===== config.mk =====
export PLATFORM = sky130hd
export DESIGN_NAME = dbg_reg_access
export DESIGN_NICKNAME = d
export VERILOG_FILES = /design/src/rtl/dbg_reg_access_pkg.sv /design/src/rtl/dbg_reg_access_halt_timer.sv /design/src/rtl/dbg_reg_access.sv
export SDC_FILE = /design/constraint.sdc
export NUM_CORES = 1
export LEC_CHECK = 0
export BUFFER_PORTS_ARGS = -buffer_cell sky130_fd_sc_hd__clkbuf_2
export CORE_MARGIN = 4
export CORE_UTILIZATION = 35
export CTS_CLUSTER_SIZE = 28
export DETAILED_ROUTE_END_ITERATION = 10
export GPL_TIMING_DRIVEN = 0
export PLACE_DENSITY = 0.69
export SLEW_MARGIN = 10
export SYNTH_ARGS = -nofsm -noshare
export SYNTH_HDL_FRONTEND = slang
export SYNTH_HIERARCHICAL = 1
export SYNTH_SLANG_ARGS = --single-unit

===== constraint.sdc =====
create_clock -name i_clk -period 2.4 [get_ports i_clk]
set_input_delay 0.24 -clock i_clk [delete_from_list [all_inputs] [get_ports i_clk]]
set_output_delay 0.24 -clock i_clk [all_outputs]
set_load 0.03 [all_outputs]

===== src/rtl/dbg_reg_access_pkg.sv =====
// Shared types and constants for the debug abstract-command GPR access engine.
package dbg_reg_access_pkg;

    localparam int unsigned GPR_IDX_W      = 5;
    localparam logic [15:0] REGNO_BASE_DEF = 16'h1000;

    localparam logic [1:0] DBG_ERR_OK      = 2'd0;
    localparam logic [1:0] DBG_ERR_BADREG  = 2'd1;
    localparam logic [1:0] DBG_ERR_TIMEOUT = 2'd2;

    typedef enum logic [2:0] {
        ST_IDLE   = 3'd0,
        ST_HALT   = 3'd1,
        ST_ACCESS = 3'd2,
        ST_RESP   = 3'd3,
        ST_RESUME = 3'd4
    } dbg_state_t;

    // Lower bound checked explicitly so a regno below the base cannot wrap into the window.
    function automatic logic regno_in_range(input logic [15:0] regno, input logic [15:0] base);
        logic [15:0] off;
        off = regno - base;
        return (regno >= base) && (off[15:GPR_IDX_W] == '0);
    endfunction

endpackage


===== src/rtl/dbg_reg_access_halt_timer.sv =====
// Up-counting wait timer for the HALT state; o_expire marks the last permitted waiting cycle.
module dbg_reg_access_halt_timer #(
    parameter logic [7:0] LIMIT = 8'd255
) (
    input  logic i_clk,
    input  logic i_rst,
    input  logic i_clr,
    input  logic i_en,
    output logic o_expire
);

    logic [7:0] r_count;

    always_ff @(posedge i_clk or posedge i_rst) begin
        if (i_rst)
            r_count <= '0;
        else if (i_clr)
            r_count <= '0;
        else if (i_en)
            r_count <= r_count + 8'd1;
    end

    assign o_expire = i_en && (r_count == LIMIT - 8'd1);

endmodule


===== src/rtl/dbg_reg_access.sv =====
// Debug abstract-command engine: halts the core if needed, accesses a GPR over the debug port,
// returns a response and releases any halt it raised itself.
module dbg_reg_access
    import dbg_reg_access_pkg::*;
#(
    parameter logic [15:0] REGNO_BASE   = REGNO_BASE_DEF,
    parameter int unsigned HALT_TIMEOUT = 255,
    parameter bit          AUTO_RESUME  = 1'b1
) (
    input  logic                 i_clk,
    input  logic                 i_rst,
    input  logic                 i_cmd_valid,
    output logic                 o_cmd_ready,
    input  logic                 i_cmd_write,
    input  logic [15:0]          i_cmd_regno,
    input  logic [31:0]          i_cmd_data,
    output logic                 o_resp_valid,
    input  logic                 i_resp_ready,
    output logic [31:0]          o_resp_data,
    output logic [1:0]           o_resp_err,
    output logic                 o_halt_req,
    input  logic                 i_halted,
    input  logic                 i_ex_we,
    output logic                 o_jtag_we,
    output logic [GPR_IDX_W-1:0] o_jtag_addr,
    output logic [31:0]          o_jtag_data,
    input  logic [31:0]          i_jtag_data
);

    // states: IDLE accept cmd | HALT wait halted | ACCESS GPR port | RESP hold response | RESUME release halt
    dbg_state_t           r_state, w_next;
    logic                 r_write, r_own_halt, r_halt_req;
    logic [GPR_IDX_W-1:0] r_idx;
    logic [31:0]          r_wdata, r_rdata;
    logic [1:0]           r_err;
    logic                 w_accept, w_regno_ok, w_expire, w_jtag_we, w_release;

    assign w_accept   = (r_state == ST_IDLE) && i_cmd_valid;
    assign w_regno_ok = regno_in_range(i_cmd_regno, REGNO_BASE);
    assign w_release  = r_own_halt && AUTO_RESUME;

    dbg_reg_access_halt_timer #(
        .LIMIT(8'(HALT_TIMEOUT))
    ) u_halt_timer (
        .i_clk   (i_clk),
        .i_rst   (i_rst),
        .i_clr   (r_state != ST_HALT),
        .i_en    ((r_state == ST_HALT) && !i_halted),
        .o_expire(w_expire)
    );

    always_ff @(posedge i_clk or posedge i_rst) begin
        if (i_rst)
            r_state <= ST_IDLE;
        else
            r_state <= w_next;
    end

    always_comb begin
        w_next    = r_state;
        w_jtag_we = 1'b0;
        case (r_state)
            ST_IDLE: begin
                if (i_cmd_valid) begin
                    if (!w_regno_ok)
                        w_next = ST_RESP;
                    else if (i_halted)
                        w_next = ST_ACCESS;
                    else
                        w_next = ST_HALT;
                end
            end
            ST_HALT: begin
                if (i_halted)
                    w_next = ST_ACCESS;
                else if (w_expire)
                    w_next = ST_RESP;
            end
            ST_ACCESS: begin
                // The execute stage owns the GPR write port whenever it writes.
                if (!r_write || (r_idx == '0)) begin
                    w_next = ST_RESP;
                end else if (!i_ex_we) begin
                    w_jtag_we = 1'b1;
                    w_next    = ST_RESP;
                end
            end
            ST_RESP: begin
                if (i_resp_ready)
                    w_next = ST_RESUME;
            end
            ST_RESUME: begin
                if (!w_release || !i_halted)
                    w_next = ST_IDLE;
            end
            default: w_next = ST_IDLE;
        endcase
    end

    always_ff @(posedge i_clk or posedge i_rst) begin
        if (i_rst) begin
            r_write    <= 1'b0;
            r_own_halt <= 1'b0;
            r_halt_req <= 1'b0;
            r_idx      <= '0;
            r_wdata    <= '0;
            r_rdata    <= '0;
            r_err      <= DBG_ERR_OK;
        end else begin
            if (w_accept) begin
                r_write    <= i_cmd_write;
                r_wdata    <= i_cmd_data;
                r_rdata    <= '0;
                r_err      <= w_regno_ok ? DBG_ERR_OK : DBG_ERR_BADREG;
                r_own_halt <= w_regno_ok && !i_halted;
                if (w_regno_ok) begin
                    r_idx <= GPR_IDX_W'(i_cmd_regno - REGNO_BASE);
                    if (!i_halted)
                        r_halt_req <= 1'b1;
                end
            end
            if ((r_state == ST_HALT) && w_expire) begin
                r_err      <= DBG_ERR_TIMEOUT;
                r_halt_req <= 1'b0;
            end
            if ((r_state == ST_ACCESS) && !r_write)
                r_rdata <= i_jtag_data;
            if ((r_state == ST_RESP) && i_resp_ready && w_release)
                r_halt_req <= 1'b0;
        end
    end

    assign o_cmd_ready  = (r_state == ST_IDLE);
    assign o_resp_valid = (r_state == ST_RESP);
    assign o_resp_data  = r_rdata;
    assign o_resp_err   = r_err;
    assign o_halt_req   = r_halt_req;
    assign o_jtag_we    = w_jtag_we;
    assign o_jtag_addr  = r_idx;
    assign o_jtag_data  = r_wdata;

endmodule


==> results.txt <==
----------------------------------------------------
[Timing]
  Number of pins with negative max-slew slack in the final report ... 0
  Maximum clock frequency ... 457 MHz
  Total count of hold-check failures in the final report ... 0
  Fin Clk Skew ... 0.00945 ns
  Relative slew margins ... 68.7%
  Total of endpoints with negative setup slack in the final report ... 0
  Portion of the clock cycle consumed by the worst path in the final layout ... 91.1%
  Least-Margin Pin Slew ... 0.469 ns
  Time the final worst path needs with I/O delays and setup ... 2.19 ns
  Unrepaired setup endpoints after global routing ... false
  Sum of negative setup slack ... 0 ns

[Synth]
  Number of distinct library cells after synthesis ... 41
  Cell count after synthesis ... 318
  Number of flip-flops and latches in the synthesized netlist ... 85
  Syn nets ... 408
  Post-synthesis share of cell area spent on xor and xnor gates ... 1.26%
  Most area-consuming cells after synthesis ... sky130_fd_sc_hd__dfrtp_1 (61%), sky130_fd_sc_hd__nand2_1 (11%), sky130_fd_sc_hd__a22o_1 (8.0%)
  Synthesized-area fraction occupied by and/or/nand/nor cells ... 19.5%
  Fraction of the mapped netlist area in compound gates ... 11.8%
  Area share of the largest cell type after synthesis ... 61.0%
  Average instance area after synthesis ... 11.0 um^2
  Warnings, synthesis ... 6
  Cell area after synthesis ... 3490 um^2
  Synth Area in Adders ... 1.08%
  Dominant combinational cell family by area after synthesis ... simple AND/OR/NAND/NOR gates
  Leading area contributor after synthesis ... sky130_fd_sc_hd__dfrtp_1
  Mux cell area share after synthesis ... 1.62%
  Sequential fraction of the synthesis area ... 61.0%

[Floorplanning]
  # IOs ... 162
  Die Height ... 108 um
  Width of the die ... 108 um
  Initial standard-cell utilization of the core ... 35.8%
  Area of the placeable core ... 9730 um^2
  Die Footprint ... 11,600 um^2
  Standard-cell rows ... 36

[Clock network]
  Clock latency on the worst-skew pair ... 0.35 ns
  Post-CTS setup buffers ... 0
  Number of gates given a new drive strength after cts ... 0
  CTS clock-pin slew for the worst setup and hold paths ... 0.09 ns
  TritonCTS clock tree ... built
  Number of buffers between clock root and the deepest sink ... 2
  Total clock buffers created by CTS ... 9
  Clock root buffer master ... sky130_fd_sc_hd__clkbuf_8
  Total clock sinks ... 85
  Deepest level of the CTS H-tree ... 3

[Global route]
  Vias in the first global route ... 2,867
  Antenna violations before repair ... 0
  Total Routing Usage GR ... 14.9%
  Maximum number of pins on one net before global-route repair ... 43
  Wire length of the first global-routing pass ... 13,700 um
  Residual overflow from global routing ... 0

[Layout]
  Ratio of cells with drive above 1 in the final layout ... 41.0%
  Area delta synth->final ... 35.6%
  Number of diodes ... 0
  Net count, final ... 582
  Post-route cell area ... 4730 um^2

[Detailed routing]
  Remaining number of nets flagged by the antenna check after routing ... 0
  Drt wl/cell ... 13.7 um
  Count of vias placed by the detailed router ... 2,929
  Iteration count of the initial detailed-routing pass ... 4
  Via-per-instance ratio ... 4.65
  Routed Wire Length ... 8600 um
  Remaining DRCs ... 0
  1st-iter DRT viols ... 156

[Pwr]
  Internal power component ... 0.00356 W
  Reported leakage power ... 2.63 nW
  Part of the power in combinational logic ... 45.4%
  Power after layout ... 0.00632 W
  Part of the power in the clock network ... 18.8%
  P per Cell Area ... 1340 nW/um^2
  Share of total power in sequential cells ... 35.8%
  Maximum VDD drop ... 561 uV
  Switch share ... 43.7%
  Switching power ... 0.00276 W

[Critical path]
  Cell chain of the critical path ... or3b_4 > nor4b_1 > clkbuf_2
  Crit start category ... flop
  Number of cells on the worst reg-to-reg path ... 11
  Setup crit end kind ... primary output
  Maximum fanout along the worst path ... 8
  Worst setup path class ... reg -> out
  Crit-path max cell delay ... 0.48 ns
  Critical path data required time ... 2.16 ns
  CP max-delay cell ... sky130_fd_sc_hd__dfrtp_1
  Data arrival time of the critical path ... 1.95 ns

[Place]
  Number of buffers inserted by port buffering ... 161
  Global placer's final weighted congestion ... 0.800
  Half-perimeter wire length after placement ... 6590 um
  Area after detailed placement ... 4480 um^2

[Worst hold path]
  Number of cells on the worst hold path ... 3
  Path category of the worst min-delay check ... in -> reg

[Outcome]
  Outcome ... completed

[Flow run]
  Max capacitance violation total ... 0

----------------------------------------------------
power by group through the flow:
| stage | logic, W | clock network, W | registers, W |
|---|---|---|---|
| finish | 0.00287 | 0.00119 | 0.00226 |
| global route | 0.00312 | 0.00130 | 0.00232 |
| CTS | 0.00291 | 0.00123 | 0.00226 |
| detailed placement | 0.00291 | 0 | 0.00227 |
| global placement | 0.00286 | 0 | 0.00226 |
| floorplan | 0.00114 | 0 | 0.00317 |
layer usage:
layer  vias to the layer above  part of all wire (%)  GRT usage (%)
li1                       1433                     -              -
met1                      1393                    43           19.0
met4                         0                  0.56           4.06
met2                        99                    50           24.3
met3                         4                   7.0           4.98
met5                         -                     0              0
cell families (layout without fill, tap and decap cells):
group / Yosys count / in the layout
fa+ha+maj: 3 / 3
xor+xnor: 5 / 5
compound gates: 52 / 52
buf+inv: 22 / 201
flops: 85 / 85
mux: 5 / 5
simple gates: 146 / 146
synth_stat cells:
master                     number
sky130_fd_sc_hd__or4_1          1
sky130_fd_sc_hd__xor2_1         3
sky130_fd_sc_hd__nand2_2        1
sky130_fd_sc_hd__nor2_1        12
sky130_fd_sc_hd__or2b_1         1
sky130_fd_sc_hd__nor2_8         1
sky130_fd_sc_hd__nor2_4         2
sky130_fd_sc_hd__o31ai_1        1
sky130_fd_sc_hd__or3b_4         1
sky130_fd_sc_hd__clkbuf_1       4
sky130_fd_sc_hd__o21a_1         2
sky130_fd_sc_hd__o21bai_1       1
sky130_fd_sc_hd__a21oi_1        3
sky130_fd_sc_hd__nor3_2         1
sky130_fd_sc_hd__nand2_1      104
sky130_fd_sc_hd__a31oi_1        2
sky130_fd_sc_hd__ha_1           3
sky130_fd_sc_hd__and3b_1        1
sky130_fd_sc_hd__nor3b_1        1
sky130_fd_sc_hd__nor3_1         3
sky130_fd_sc_hd__and3_1         1
sky130_fd_sc_hd__a41oi_1        1
sky130_fd_sc_hd__nand4_4        1
sky130_fd_sc_hd__nor4_1         1
sky130_fd_sc_hd__nor4b_1        2
sky130_fd_sc_hd__or3_1          3
sky130_fd_sc_hd__mux2_2         5
sky130_fd_sc_hd__o21ai_0        5
sky130_fd_sc_hd__inv_1          5
sky130_fd_sc_hd__xnor2_1        2
sky130_fd_sc_hd__a21o_1         2
sky130_fd_sc_hd__a22o_1        32
sky130_fd_sc_hd__buf_4          1
sky130_fd_sc_hd__o41ai_1        1
sky130_fd_sc_hd__nand4_1        5
sky130_fd_sc_hd__buf_2          7
sky130_fd_sc_hd__nor2b_1        3
sky130_fd_sc_hd__a211oi_1       2
sky130_fd_sc_hd__dfrtp_1       85
sky130_fd_sc_hd__buf_6          5
sky130_fd_sc_hd__and2_1         1
state kept, by name, summed over array words and instances (netlist names):
register and count:
r_write 1, o_resp_data 32, r_own_halt 1, o_jtag_addr 5, o_jtag_data 32, r_state 3, o_resp_err 2, o_halt_req 1
u_halt_timer/r_count 8
area by class of cell:
type | instances | area, um^2
plain buffers | 17 | 114
clock buffers | 10 | 138
clock inverters | 6 | 100
fillers | 943 | 5000
inverters | 5 | 21.3
multi-input cells | 211 | 1230
flip-flops and latches | 85 | 2130
well taps | 133 | 166
repair buffers | 163 | 836
worst paths after layout:
check                                from                 endpoint  slack (ns)
setup / recovery               r_state[2]                o_jtag_we        0.21
hold / removal              i_cmd_data[3]           o_jtag_data[3]        0.07
setup reg to reg               r_state[1]               r_state[0]        0.36
hold reg to reg            o_jtag_data[7]           o_jtag_data[7]        0.48
max in group asynchronous           i_rst           o_jtag_addr[2]        1.36
min in group asynchronous           i_rst  u_halt_timer/r_count[7]        0.41
placed cells by master (no fill, tap or decap), types with 2 or more instances in the layout:
| cell | Yosys | layout |
|---|---|---|
| sky130_fd_sc_hd__a21o_1 | 2 | 2 |
| sky130_fd_sc_hd__xnor2_1 | 2 | 2 |
| sky130_fd_sc_hd__a211oi_1 | 2 | 2 |
| sky130_fd_sc_hd__o21a_1 | 2 | 2 |
| sky130_fd_sc_hd__clkbuf_8 | 0 | 10 |
| sky130_fd_sc_hd__inv_1 | 5 | 4 |
| sky130_fd_sc_hd__clkbuf_1 | 4 | 4 |
| sky130_fd_sc_hd__a31oi_1 | 2 | 2 |
| sky130_fd_sc_hd__nor3_1 | 3 | 3 |
| sky130_fd_sc_hd__a22o_1 | 32 | 32 |
| sky130_fd_sc_hd__ha_1 | 3 | 3 |
| sky130_fd_sc_hd__nor4b_1 | 2 | 2 |
| sky130_fd_sc_hd__mux2_2 | 5 | 5 |
| sky130_fd_sc_hd__a21oi_1 | 3 | 3 |
| sky130_fd_sc_hd__o21ai_0 | 5 | 5 |
| sky130_fd_sc_hd__buf_6 | 5 | 5 |
| sky130_fd_sc_hd__nor2_1 | 12 | 12 |
| sky130_fd_sc_hd__nor2b_1 | 3 | 3 |
| sky130_fd_sc_hd__bufinv_16 | 0 | 2 |
| sky130_fd_sc_hd__nor2_4 | 2 | 2 |
| sky130_fd_sc_hd__inv_8 | 0 | 2 |
| sky130_fd_sc_hd__nand2_1 | 104 | 104 |
| sky130_fd_sc_hd__or3_1 | 3 | 3 |
| sky130_fd_sc_hd__buf_2 | 7 | 7 |
| sky130_fd_sc_hd__dfrtp_1 | 85 | 85 |
| sky130_fd_sc_hd__inv_6 | 0 | 2 |
| sky130_fd_sc_hd__xor2_1 | 3 | 3 |
| sky130_fd_sc_hd__clkbuf_2 | 0 | 161 |
| sky130_fd_sc_hd__nand4_1 | 5 | 5 |
what timing repair did:
action / CTS / global route
endpoints found under the setup margin: 0 / 0
endpoints found under the hold margin: 43 / 0
hold buffers: 1 / 0
critical path, delay by kind of cell (launching register included):
family	cells	cell delay (ns)
simple gates	2	0.85
flops	1	0.48
buf+inv	1	0.28
through the flow:
stage	hold WS, ns	setup WS, ns	util [%]	instances
2_1_floorplan	0.0557	0.186	-	318
3_3_place_gp	0.198	-0.733	45.8	612
3_5_place_dp	0.228	0.402	46.1	613
4_1_cts	0.0478	0.138	48.6	630
5_1_grt	0.0506	0.0204	48.6	630
6_report	0.0744	0.213	48.6	630
Power figures use the tool's default switching activity.
